===== config.mk =====
export PLATFORM = sky130hd
export DESIGN_NAME = spi_flash_sequencer
export DESIGN_NICKNAME = d
export VERILOG_FILES = /design/src/rtl/spi_flash_sequencer.sv
export SDC_FILE = /design/constraint.sdc
export NUM_CORES = 1
export LEC_CHECK = 0
export CAP_MARGIN = 20
export CORE_ASPECT_RATIO = 0.6
export CORE_MARGIN = 5
export CORE_UTILIZATION = 40
export CTS_CLUSTER_SIZE = 16
export DETAILED_ROUTE_END_ITERATION = 12
export PLACE_DENSITY = 0.68
export SYNTH_ARGS = -nofsm -noshare
export SYNTH_HDL_FRONTEND = slang
export SYNTH_SLANG_ARGS = --single-unit
export TNS_END_PERCENT = 10

===== constraint.sdc =====
create_clock -name clk -period 2.69 [get_ports clk]
set_clock_uncertainty 0.2 [all_clocks]
set_input_delay 0.538 -clock clk [delete_from_list [all_inputs] [get_ports clk]]
set_output_delay 0.538 -clock clk [all_outputs]
set_load 0.02 [all_outputs]

===== src/rtl/spi_flash_sequencer.sv =====
// spi_flash_sequencer: SPI flash command sequencer for the flash emulator.
// Decodes READ (0x03), FAST_READ (0x0B), RDSR (0x05) and JEDEC ID (0x9F),
// collects the 24-bit address and fetches data over a req/ack memory port.
// Define SPI_SEQ_LOG_EN to add the log_strobe/log_cmd/log_addr outputs.
module spi_flash_sequencer #(
    parameter int unsigned ADDR_BITS   = 24,
    parameter logic [23:0] JEDEC_ID    = 24'hEF4018,
    parameter logic [7:0]  STATUS_BYTE = 8'h00
) (
    input  logic                 clk,
    input  logic                 reset_n,
    input  logic                 spi_cs,
    input  logic                 spi_rx_strobe,
    input  logic [7:0]           spi_rx_data,
    output logic [7:0]           spi_tx_data,
    output logic                 mem_req,
    output logic [ADDR_BITS-1:0] mem_addr,
    input  logic                 mem_ack,
    input  logic [7:0]           mem_data
`ifdef SPI_SEQ_LOG_EN
    ,
    output logic                 log_strobe,
    output logic [7:0]           log_cmd,
    output logic [23:0]          log_addr
`endif
);

    localparam logic [7:0] CmdRead     = 8'h03;
    localparam logic [7:0] CmdFastRead = 8'h0B;
    localparam logic [7:0] CmdRdsr     = 8'h05;
    localparam logic [7:0] CmdJedec    = 8'h9F;

    typedef enum logic [2:0] {
        StIdle,
        StAddr,
        StDummy,
        StData,
        StStat,
        StJid,
        StIgnore
    } state_e;

    state_e      state_q;
    logic [1:0]  cs_sync;
    logic [23:0] addr_q;
    logic [1:0]  idx_q;
    logic [7:0]  cmd_q;
    logic        pend_q;     // a request is queued behind the outstanding one
    logic        discard_q;  // data of the outstanding request must not reach tx

    logic        deselect;
    logic        rx_take;
    logic [23:0] addr_shift;
    logic        issue;
    logic [23:0] issue_addr;

    assign deselect   = cs_sync[1];
    assign rx_take    = spi_rx_strobe && !deselect;
    assign addr_shift = {addr_q[15:0], spi_rx_data};

    // Decide whether this strobe launches a memory read, and at which address.
    always_comb begin
        issue      = 1'b0;
        issue_addr = addr_q;
        if (rx_take) begin
            unique case (state_q)
                StAddr: begin
                    if (idx_q == 2'd2 && cmd_q != CmdFastRead) begin
                        issue      = 1'b1;
                        issue_addr = addr_shift;
                    end
                end
                StDummy: issue = 1'b1;
                StData: begin
                    issue      = 1'b1;
                    issue_addr = addr_q + 24'd1;
                end
                default: ;
            endcase
        end
    end

    // Command FSM, tx byte and memory request handshake.
    always_ff @(posedge clk or negedge reset_n) begin
        if (!reset_n) begin
            state_q     <= StIdle;
            cs_sync     <= 2'b11;
            addr_q      <= 24'd0;
            idx_q       <= 2'd0;
            cmd_q       <= 8'd0;
            pend_q      <= 1'b0;
            discard_q   <= 1'b0;
            spi_tx_data <= 8'hFF;
            mem_req     <= 1'b0;
            mem_addr    <= '0;
        end else begin
            cs_sync <= {cs_sync[0], spi_cs};

            // Finish the outstanding read, or launch the queued one a cycle later.
            if (mem_req && mem_ack) begin
                mem_req   <= 1'b0;
                discard_q <= 1'b0;
                if (!discard_q && !deselect && state_q == StData) begin
                    spi_tx_data <= mem_data;
                end
            end else if (!mem_req && pend_q && !deselect) begin
                mem_req  <= 1'b1;
                mem_addr <= addr_q[ADDR_BITS-1:0];
                pend_q   <= 1'b0;
            end

            if (deselect) begin
                state_q     <= StIdle;
                spi_tx_data <= 8'hFF;
                idx_q       <= 2'd0;
                pend_q      <= 1'b0;
                if (mem_req && !mem_ack) begin
                    discard_q <= 1'b1;
                end
            end else if (spi_rx_strobe) begin
                unique case (state_q)
                    StIdle: begin
                        cmd_q <= spi_rx_data;
                        idx_q <= 2'd0;
                        case (spi_rx_data)
                            CmdRead, CmdFastRead: state_q <= StAddr;
                            CmdRdsr: begin
                                state_q     <= StStat;
                                spi_tx_data <= STATUS_BYTE;
                            end
                            CmdJedec: begin
                                state_q     <= StJid;
                                spi_tx_data <= JEDEC_ID[23:16];
                            end
                            default: begin
                                state_q     <= StIgnore;
                                spi_tx_data <= 8'hFF;
                            end
                        endcase
                    end
                    StAddr: begin
                        addr_q      <= addr_shift;
                        idx_q       <= idx_q + 2'd1;
                        spi_tx_data <= 8'hFF;
                        if (idx_q == 2'd2) begin
                            state_q <= (cmd_q == CmdFastRead) ? StDummy : StData;
                        end
                    end
                    StDummy: begin
                        spi_tx_data <= 8'hFF;
                        state_q     <= StData;
                    end
                    StData: begin
                        spi_tx_data <= 8'hFF;
                        addr_q      <= addr_q + 24'd1;
                    end
                    StStat: spi_tx_data <= STATUS_BYTE;
                    StJid: begin
                        case (idx_q)
                            2'd0: begin
                                spi_tx_data <= JEDEC_ID[15:8];
                                idx_q       <= 2'd1;
                            end
                            2'd1: begin
                                spi_tx_data <= JEDEC_ID[7:0];
                                idx_q       <= 2'd2;
                            end
                            default: spi_tx_data <= 8'hFF;
                        endcase
                    end
                    StIgnore: spi_tx_data <= 8'hFF;
                    default: state_q <= StIdle;
                endcase
            end

            // A read while one is still in flight takes the single queued slot;
            // the in-flight data is then stale and gets dropped.
            if (issue) begin
                if (mem_req) begin
                    pend_q <= 1'b1;
                    if (!mem_ack) begin
                        discard_q <= 1'b1;
                    end
                end else begin
                    mem_req  <= 1'b1;
                    mem_addr <= issue_addr[ADDR_BITS-1:0];
                    pend_q   <= 1'b0;
                end
            end
        end
    end

`ifdef SPI_SEQ_LOG_EN
    logic log_fire;

    // The first read of a READ/FAST_READ marks the end of its address phase.
    assign log_fire = issue && (state_q != StData);

    // Log of the command and start address of each read burst.
    always_ff @(posedge clk or negedge reset_n) begin
        if (!reset_n) begin
            log_strobe <= 1'b0;
            log_cmd    <= 8'd0;
            log_addr   <= 24'd0;
        end else begin
            log_strobe <= log_fire;
            if (log_fire) begin
                log_cmd  <= cmd_q;
                log_addr <= issue_addr;
            end
        end
    end
`endif

endmodule


==> impl_metrics.json, run 1 <==
{
  "fillers": 1090,
  "drt-initial-drc-count": 754,
  "critPathKind": "reg -> reg",
  "drv_cap": 0,
  "ys_ff_latch": 74,
  "drc_errors": 0,
  "drive_above_1_share_pct": 18.1,
  "cts.sink_count": 74,
  "area_delta_synth_final_pct": 30.2,
  "setup_violations": 0,
  "fp.dieH_um": 95.1,
  "leakage_nw": 2.54,
  "io_buffers": 53,
  "row_count": 31,
  "clkTransAtPathRegs_ns": 0.06,
  "drt-vias-per-instance": 6.36,
  "cp_max_fo": 11,
  "synth_nets": 583,
  "dieArea_um2": 14400,
  "start_util_pct": 40.4,
  "coreArea_um2": 11900,
  "dpl.hpwl_um": 13200,
  "crit_path_end_kind": "flip-flop",
  "netlist.top_cell.by_area": "dfrtp_1",
  "period_share_pct": 98.1,
  "min_period_ns": 2.64,
  "outcome": "finished, final reports clean",
  "power_density_nw_per_um2": 877,
  "grt_usage_pct": 25.4,
  "yosys-top-cells-area": "dfrtp_1 33%, dfstp_2 5.4%, a21oi_1 4.7%",
  "drv_slew": 0,
  "numCtsBuffers": 9,
  "setup_tns_ns": 0,
  "ioPinCount": 54,
  "drt-pass1-iter-count": 6,
  "synthArstFlopShare_pct": 100,
  "num_vias": 5164,
  "holdWs_ns": 0.164,
  "synthFlopType": "dfrtp_1",
  "hold_violations": 0,
  "cts_buffer_depth": 2,
  "grt_start_max_net_pins": 37,
  "synth_top_area_share_pct": 33.2,
  "startpoint_type": "flip-flop",
  "syn_avg_cell_area_um2": 8.65,
  "syn_inst": 558,
  "grt.overflow.total": 0,
  "mappedNetlistArea_um2": 4820,
  "crit_required_ns": 2.71,
  "max-vdd-ir-drop_uv": 412,
  "cts_tree": "built",
  "layout_common_cells": "64 x dfrtp_1, 64 x buf_4, 52 x clkdlybuf4s50_1",
  "yosys_warnings": 0,
  "n_antenna_cell": 0,
  "antenna_found_initial": 0,
  "cp.arrival_ns": 2.66,
  "synth-edff-count": 0,
  "fp.dieW_um": 152,
  "root_buffer": "clkbuf_16",
  "gp_congestion": 0.994,
  "routed_wl_um": 17700,
  "slew_headroom_pct": 53.7,
  "grt_pass1_wl_um": 27700,
  "worstHoldPathType": "reg -> reg",
  "fin_util_pct": 52.6,
  "clk_latency_ns": 0.34,
  "grt_pass1_vias": 4877,
  "nNetsFinal": 667,
  "tightest_slew_ns": 0.690,
  "wire_per_inst_um": 21.8,
  "h-tree-depth": 3,
  "timing.fmax_mhz": 379,
  "ys_types": 72,
  "antenna_left": 0,
  "yosysSeqAreaShare_pct": 38.6,
  "finalPower_w": 0.00551
}
sequential cells by signal (all words and copies together), names as in the netlist:
signal,flops
state_q,3
mem_addr,24
mem_req,1
cs_sync,2
cmd_q,8
addr_q,24
idx_q,2
discard_q,1
pend_q,1
spi_tx_data,8
synthesized netlist by cell type, types with 3 or more instances:
master     instances
dfrtp_1           64
nand2_1           52
a21oi_1           45
clkbuf_1          37
o21ai_0           36
nor2_1            31
nand3_1           24
inv_1             13
nor3_1            13
mux2i_1           11
a221o_1           10
and2_1            10
buf_2             10
dfstp_2           10
mux2_2            10
o211ai_1          10
a22oi_1            9
a31oi_1            9
nor4_1             8
nand4_1            7
o22ai_1            7
a21boi_0           6
a21o_1             6
a2bb2oi_1          6
and4_1             6
nand2b_1           6
a221oi_1           5
nor3b_1            5
or3_1              5
a211oi_1           4
a32oi_1            4
and3_1             4
ha_1               4
o221ai_1           4
o31ai_1            4
a22o_1             3
buf_1              3
nand3b_1           3
nor2b_1            3
o21ai_1            3
o22a_1             3
o2bb2ai_1          3
o31a_1             3
or4_1              3
power by group:
group | internal (W) | switching [W]
Combinational | 0.00106 | 0.00128
Clock | 0.000717 | 0.000473
Sequential | 0.00154 | 0.000430
repair_timing:
| item | 4_1_cts | 5_1_grt |
|---|---|---|
| setup endpoints to repair | 3 | 11 |
| pin swaps | 0 | 2 |
| gates cloned | 0 | 1 |
| hold endpoints to repair | 24 | 0 |
| hold buffers | 1 | 0 |
| buffers inserted | 0 | 0 |
| resized for setup | 2 | 4 |
worst max-delay path: stages (launching register included):
cell and delay (ns):
dfrtp_1 0.38, or4_4 0.57, o2111a_2 0.32, buf_4 0.16, nor3_4 0.26, buf_12 0.19, a21oi_4 0.08, a221o_1 0.35
cells by family (layout without fill, tap and decap cells):
| logic type | count (synthesis) | after routing | share of synthesized area (%) |
|---|---|---|---|
| multiplexers | 21 | 21 | 4.62 |
| AND/OR/NAND/NOR | 193 | 193 | 21.2 |
| XOR/XNOR | 1 | 1 | 0.182 |
| adder cells (fa/ha/maj) | 4 | 4 | 1.04 |
| buffers and inverters | 64 | 153 | 5.39 |
| flip-flops | 74 | 74 | 38.6 |
| AO/OA/AOI/OAI | 201 | 201 | 28.9 |
metal layers:
metal	part of all wire, %	vias up	GRT usage (%)	routed length (um)
li1	-	2287	-	-
met1	47	2461	39.8	8270
met2	38	380	32.5	6670
met3	14	36	8.55	2480
met4	1.7	0	6.50	309
met5	0	-	0	0
cell type report:
class	instances	area (um2)	share of cell area, %
multi-input combinational	420	2720	43.4
sequential	74	1860	29.7
timing repair buffer	124	1160	18.4
clock buffer	13	240	3.83
tap	165	206	3.29
inverter	13	48.8	0.777
clock inverter	3	40.0	0.638
metrics by stage:
| step | cells | cell area, um2 | setup WS, ns |
|---|---|---|---|
| floorplan | 558 | 4820 | 0.238 |
| CTS | 811 | 6240 | 0.0132 |
| finish | 812 | 6280 | 0.0522 |
| detailed placement | 794 | 5940 | -0.0478 |
| global route | 812 | 6280 | -0.00819 |
| global placement | 794 | 5940 | -0.0382 |
path summary, 6_finish.rpt:
kind,from,to,slack (ns),cells past startpoint
hold / removal,cs_sync[0],cs_sync[1],0.16,0
max in group asynchronous,reset_n,mem_addr[13],1.17,3
hold reg to reg,cs_sync[0],cs_sync[1],0.16,0
setup / recovery,cmd_q[5],mem_addr[20],0.05,7
min in group asynchronous,reset_n,mem_addr[4],0.50,2
setup reg to reg,cmd_q[5],mem_addr[20],0.05,7
Power figures use the tool's default switching activity.
==> run 2: changes to the inputs <==
- ABC_AREA: not set -> 1
==> run 2 against run 1 <==
Clock power about the same. Global-route usage down 3.8 points. First-iteration DRC count down 15%. Cell area up 0.24%. Wire length down 6.7%. Via count up 7.6%. Largest power group unchanged.
==> impl_metrics.json, run 2 <==
{
  "clkTransAtPathRegs_ns": 0.06,
  "min_period_ns": 2.46,
  "numCtsBuffers": 9,
  "nNetsFinal": 898,
  "ys_ff_latch": 74,
  "area_delta_synth_final_pct": 20.8,
  "cp.arrival_ns": 2.48,
  "grt_start_max_net_pins": 49,
  "drt-pass1-iter-count": 5,
  "grt_pass1_wl_um": 26500,
  "grtUsageMet2_pct": 24.1,
  "finalWorstSetupSlack_ns": 0.229,
  "synthArstFlopShare_pct": 100,
  "tightest_slew_ns": 0.520,
  "setup_violations": 0,
  "crit_required_ns": 2.71,
  "grt_pass1_vias": 4622,
  "drc_errors": 0,
  "yosys_warnings": 0,
  "outcome": "finished, final reports clean",
  "crit_path_end_kind": "flip-flop",
  "worstHoldPathType": "reg -> reg",
  "dpl.hpwl_um": 12200,
  "synth_nets": 847,
  "rsz0062_at_grt": "no",
  "h-tree-depth": 3,
  "power_density_nw_per_um2": 900,
  "clk_latency_ns": 0.34,
  "post-place-ws_ns": 0.145,
  "setup_tns_ns": 0,
  "postCtsSetupBuffers": 0,
  "yosys-top-cells-area": "dfrtp_1 31%, nand2_1 18%, o21ai_0 9.1%",
  "wire_per_inst_um": 15.8,
  "slew_headroom_pct": 65.3,
  "yosysMostFrequentCell": "nand2_1",
  "met3_usage_pct": 6.58,
  "reg_top3": "addr_q x24, mem_addr x24",
  "grtUsageMet1_pct": 38.5,
  "fp.dieH_um": 98.4,
  "multi_input_area_um2": 2850,
  "drv_slew": 0,
  "n_antenna_cell": 0,
  "synth-edff-count": 0,
  "mappedNetlistArea_um2": 5210,
  "fp.dieW_um": 157,
  "grt_usage_pct": 21.6,
  "timing.fmax_mhz": 406,
  "coreArea_um2": 12800,
  "drt-vias-per-instance": 5.30,
  "ys_types": 36,
  "period_share_pct": 91.5,
  "drive_above_1_share_pct": 6.83,
  "drv_cap": 0,
  "synth_top_area_share_pct": 30.7,
  "layout_common_cells": "254 x nand2_1, 108 x nor2_1, 95 x o21ai_0",
  "layout.area.seq_um2": 1860,
  "syn_avg_cell_area_um2": 6.34,
  "synthFlopType": "dfrtp_1",
  "ys_top_cells_by_count": "254 x nand2_1, 109 x nor2_1, 95 x o21ai_0",
  "cp_max_fo": 7,
  "fillers": 1327,
  "cts_tree": "built",
  "gp_congestion": 0.944,
  "num_vias": 5555,
  "cts.sink_count": 74,
  "yosysSeqAreaShare_pct": 35.8,
  "dieArea_um2": 15500,
  "antenna_found_initial": 0,
  "row_count": 32,
  "cts_buffer_depth": 2,
  "io_buffers": 53,
  "antenna_left": 0,
  "cts_resized": 0,
  "ioPinCount": 54,
  "routed_wl_um": 16600,
  "netlist.top_cell.by_area": "dfrtp_1",
  "grt.overflow.total": 0,
  "hold_violations": 0,
  "start_util_pct": 40.7,
  "cts_hold_buf": 1,
  "root_buffer": "clkbuf_16",
  "startpoint_type": "flip-flop",
  "critPathKind": "reg -> reg",
  "max-vdd-ir-drop_uv": 397,
  "syn_inst": 822,
  "leakage_nw": 2.99,
  "grt-busiest-layer": "met1",
  "drt-initial-drc-count": 644,
  "final_common_cell": "nand2_1"
}
## run 2: cell count changes in the layout (fill, tap and decap cells not counted), sizes merged, moves of 10 or more
cell	before	now
nand3	24	85
nor2	32	112
a221o	10	0
inv	13	88
a21oi	46	32
o21ai	39	97
mux2i	11	0
buf	70	20
a21boi	6	17
nand2	52	254
## run 2: layer usage
| layer | vias up | wire length [um] |
|---|---|---|
| li1 | 2742 | - |
| met1 | 2526 | 8690 |
| met2 | 274 | 5660 |
| met3 | 13 | 2060 |
| met4 | 0 | 140 |
| met5 | - | 0 |
## run 2: worst max-delay path, cell delays in order (launching register included)
cell	delay [ns]
dfrtp_1	0.51
ha_1	0.25
nand2_1	0.08
nor2_1	0.25
nand2_1	0.23
nor2_1	0.33
a21oi_1	0.10
o21ai_0	0.12
o21ai_0	0.13
nand2_1	0.08
o21ai_0	0.07
## run 2: cell type report
class | count | area share (%)
Clock buffer | 11 | 3.70
Clock inverter | 5 | 0.894
Inverter | 89 | 5.31
Multi-Input combinational cell | 626 | 45.3
Sequential cell | 74 | 29.6
Tap cell | 170 | 3.38
Timing Repair Buffer | 73 | 11.8
## run 2: through the flow
step | hold slack [ns] | instances | utilization, % | total power [W] | area, um2
after floorplan | 0.0424 | 822 | - | 0.00342 | 5210
after global placement | 0.147 | 1031 | 46.8 | 0.00438 | 6000
after detailed placement | 0.154 | 1031 | 46.8 | 0.00441 | 6000
after CTS | 0.169 | 1048 | 49.1 | 0.00562 | 6290
after global routing | 0.168 | 1048 | 49.1 | 0.00605 | 6290
final | 0.168 | 1048 | 49.1 | 0.00566 | 6290
## run 2: cells by family (layout without fill, tap and decap cells)
| logic type | count (synthesis) | after routing | synth area share, % |
|---|---|---|---|
| multiplexers | 3 | 3 | 0.648 |
| AND/OR/NAND/NOR | 465 | 465 | 37.0 |
| AO/OA/AOI/OAI | 154 | 154 | 16.0 |
| adder cells (fa/ha/maj) | 4 | 4 | 0.960 |
| flip-flops | 74 | 74 | 35.8 |
| buffers and inverters | 122 | 178 | 9.65 |
## run 2: final timing paths
path	start	end	slack [ns]	depth (start not counted)
setup / recovery	addr_q[1]	addr_q[10]	0.23	10
hold / removal	cs_sync[0]	cs_sync[1]	0.17	0
setup reg to reg	addr_q[1]	addr_q[10]	0.23	10
hold reg to reg	cs_sync[0]	cs_sync[1]	0.17	0
max in group asynchronous	reset_n	cs_sync[1]	1.13	3
min in group asynchronous	reset_n	discard_q	0.52	2
## run 2: where the power goes
part,internal [W],switching [W]
logic,0.000947,0.00150
registers,0.00156,0.000447
clock network,0.000718,0.000490
total,0.00322,0.00244
==> run 3: changes to the inputs <==
- RECOVER_POWER: not set -> 50
==> run 3 against run 2 <==
Critical path depth is the same. Non-clock buffer count is the same. Wire length shrank 0.33%. Cell area shrank 0.46%. Sequential share of layout area grew 0.14 points. Highest routed layer unchanged.
==> impl_metrics.json, run 3 (synthesis results as in run 2) <==
{
  "worstHoldPathType": "reg -> reg",
  "hold_violations": 0,
  "ioPinCount": 54,
  "nNetsFinal": 898,
  "post-place-ws_ns": 0.145,
  "area_delta_synth_final_pct": 20.2,
  "fillers": 1332,
  "switchingPower_w": 0.00244,
  "p_int_w": 0.00322,
  "drv_slew": 0,
  "dieArea_um2": 15500,
  "clk_latency_ns": 0.34,
  "reg_top3": "addr_q x24, mem_addr x24",
  "worstPathCellList": "ha_1 -> nand2_1 -> nor2_1 -> nand2_1 -> nor2_1 -> a21oi_1 -> o21ai_0 -> o21ai_0 -> nand2_1 -> o21ai_0",
  "drt-pass1-iter-count": 6,
  "period_share_pct": 91.3,
  "final_common_cell": "nand2_1",
  "drt-initial-drc-count": 665,
  "r2r-end": "addr_q[10]",
  "power_density_nw_per_um2": 903,
  "num_vias": 5561,
  "cts.sink_count": 74,
  "cp_slowest_cell": "dfrtp_1",
  "layout_common_cells": "254 x nand2_1, 110 x nor2_1, 95 x o21ai_0",
  "max-vdd-ir-drop_uv": 401,
  "io_buffers": 53,
  "gp_congestion": 0.944,
  "timing.fmax_mhz": 407,
  "postCtsSetupBuffers": 0,
  "leakage_nw": 2.98,
  "drive_above_1_share_pct": 6.49,
  "rr_worst_depth": 10,
  "critPathKind": "reg -> reg",
  "min_from": "cs_sync[0]",
  "slew_headroom_pct": 35.6,
  "start_util_pct": 40.7,
  "row_count": 32,
  "cts_tree": "built",
  "grt.overflow.total": 0,
  "antenna_left": 0,
  "drc_errors": 0,
  "cp_slowest_stage_delay_ns": 0.51,
  "cts_buffer_depth": 2,
  "rsz0062_at_grt": "no",
  "finalWorstSetupSlack_ns": 0.233,
  "tightest_slew_ns": 0.965,
  "clkTransAtPathRegs_ns": 0.06,
  "coreArea_um2": 12800,
  "min_period_ns": 2.46,
  "drv_cap": 0,
  "routed_wl_um": 16500,
  "rrSetupSlack_ns": 0.23,
  "setup_tns_ns": 0,
  "root_buffer": "clkbuf_16",
  "startpoint_type": "flip-flop",
  "rr_startpoint": "addr_q[1]",
  "setup_violations": 0,
  "crit_path_end_kind": "flip-flop",
  "numCtsBuffers": 9,
  "h-tree-depth": 3,
  "grt_pass1_vias": 4622,
  "drt-vias-per-instance": 5.31,
  "grt_start_max_net_pins": 49,
  "outcome": "finished, final reports clean",
  "min_to": "cs_sync[1]",
  "n_antenna_cell": 0,
  "wire_per_inst_um": 15.7,
  "dpl.hpwl_um": 12200,
  "cp.arrival_ns": 2.47,
  "clockPowerShare_pct": 21.3,
  "cp_max_fo": 7,
  "crit_required_ns": 2.71,
  "fp.dieW_um": 157,
  "grt_usage_pct": 21.6,
  "switching_share_pct": 43.2,
  "grt_pass1_wl_um": 26500,
  "min_path_cells": 0,
  "antenna_found_initial": 0,
  "p_seq_share_pct": 35.4,
  "fp.dieH_um": 98.4,
  "finalPower_w": 0.00566,
  "combPwrFrac_pct": 43.2
}
## run 3: repair_timing
action | 4_1_cts | 5_1_grt
endpoints found under the hold margin | 34 | 0
gates resized for setup | 0 | 0
hold buffers | 1 | 0
## run 3: layer usage
| metal | wire length [um] | up-vias | GRT usage (%) |
|---|---|---|---|
| li1 | - | 2739 | - |
| met1 | 8580 | 2530 | 38.5 |
| met2 | 5720 | 279 | 24.1 |
| met3 | 2060 | 13 | 6.58 |
| met4 | 134 | 0 | 3.17 |
| met5 | 0 | - | 0 |
## run 3: power by group through the flow
stage | combinational [W] | clock (W) | sequential (W)
floorplan | 0.00131 | 0 | 0.00211
global placement | 0.00238 | 0 | 0.00200
detailed placement | 0.00241 | 0 | 0.00200
CTS | 0.00242 | 0.00122 | 0.00198
global route | 0.00271 | 0.00126 | 0.00206
finish | 0.00245 | 0.00121 | 0.00200
## run 3: layout make-up
cell class                 instances  area, um2  share of cell area, %
multi-input combinational        626       2840                   45.3
sequential                        74       1860                   29.8
timing repair buffer              73        724                   11.6
tap                              170        213                   3.39
clock buffer                      11        233                   3.71
inverter                          89        334                   5.33
clock inverter                     5       56.3                  0.899
## run 3: how the worst max path moves through the flow
stage / start / end / slack [ns] / depth (start not counted)
2_1_floorplan: spi_rx_strobe / mem_addr[8] / 0.82 / 8
6_report: addr_q[1] / addr_q[10] / 0.23 / 10
4_1_cts: addr_q[1] / addr_q[18] / 0.31 / 10
5_1_grt: spi_rx_strobe / mem_addr[9] / 0.08 / 9
3_3_place_gp: spi_rx_data[5] / spi_tx_data[5] / 0.16 / 11
3_5_place_dp: spi_rx_data[5] / spi_tx_data[5] / 0.15 / 11
## run 3: stage by stage
step           std cells  area [um2]  utilization (%)  hold WS (ns)
2_1_floorplan        822        5210                -        0.0424
3_3_place_gp        1031        6000             46.8         0.147
3_5_place_dp        1031        6000             46.8         0.154
4_1_cts             1048        6290             49.1         0.169
5_1_grt             1048        6270             48.9         0.168
6_report            1048        6270             48.9         0.167
## run 3: worst max-delay path: cells and delay by family (launching register included)
family          cells  cell delay (ns)
compound gates      4             0.41
fa+ha+maj           1             0.25
simple gates        5             0.96
flops               1             0.51
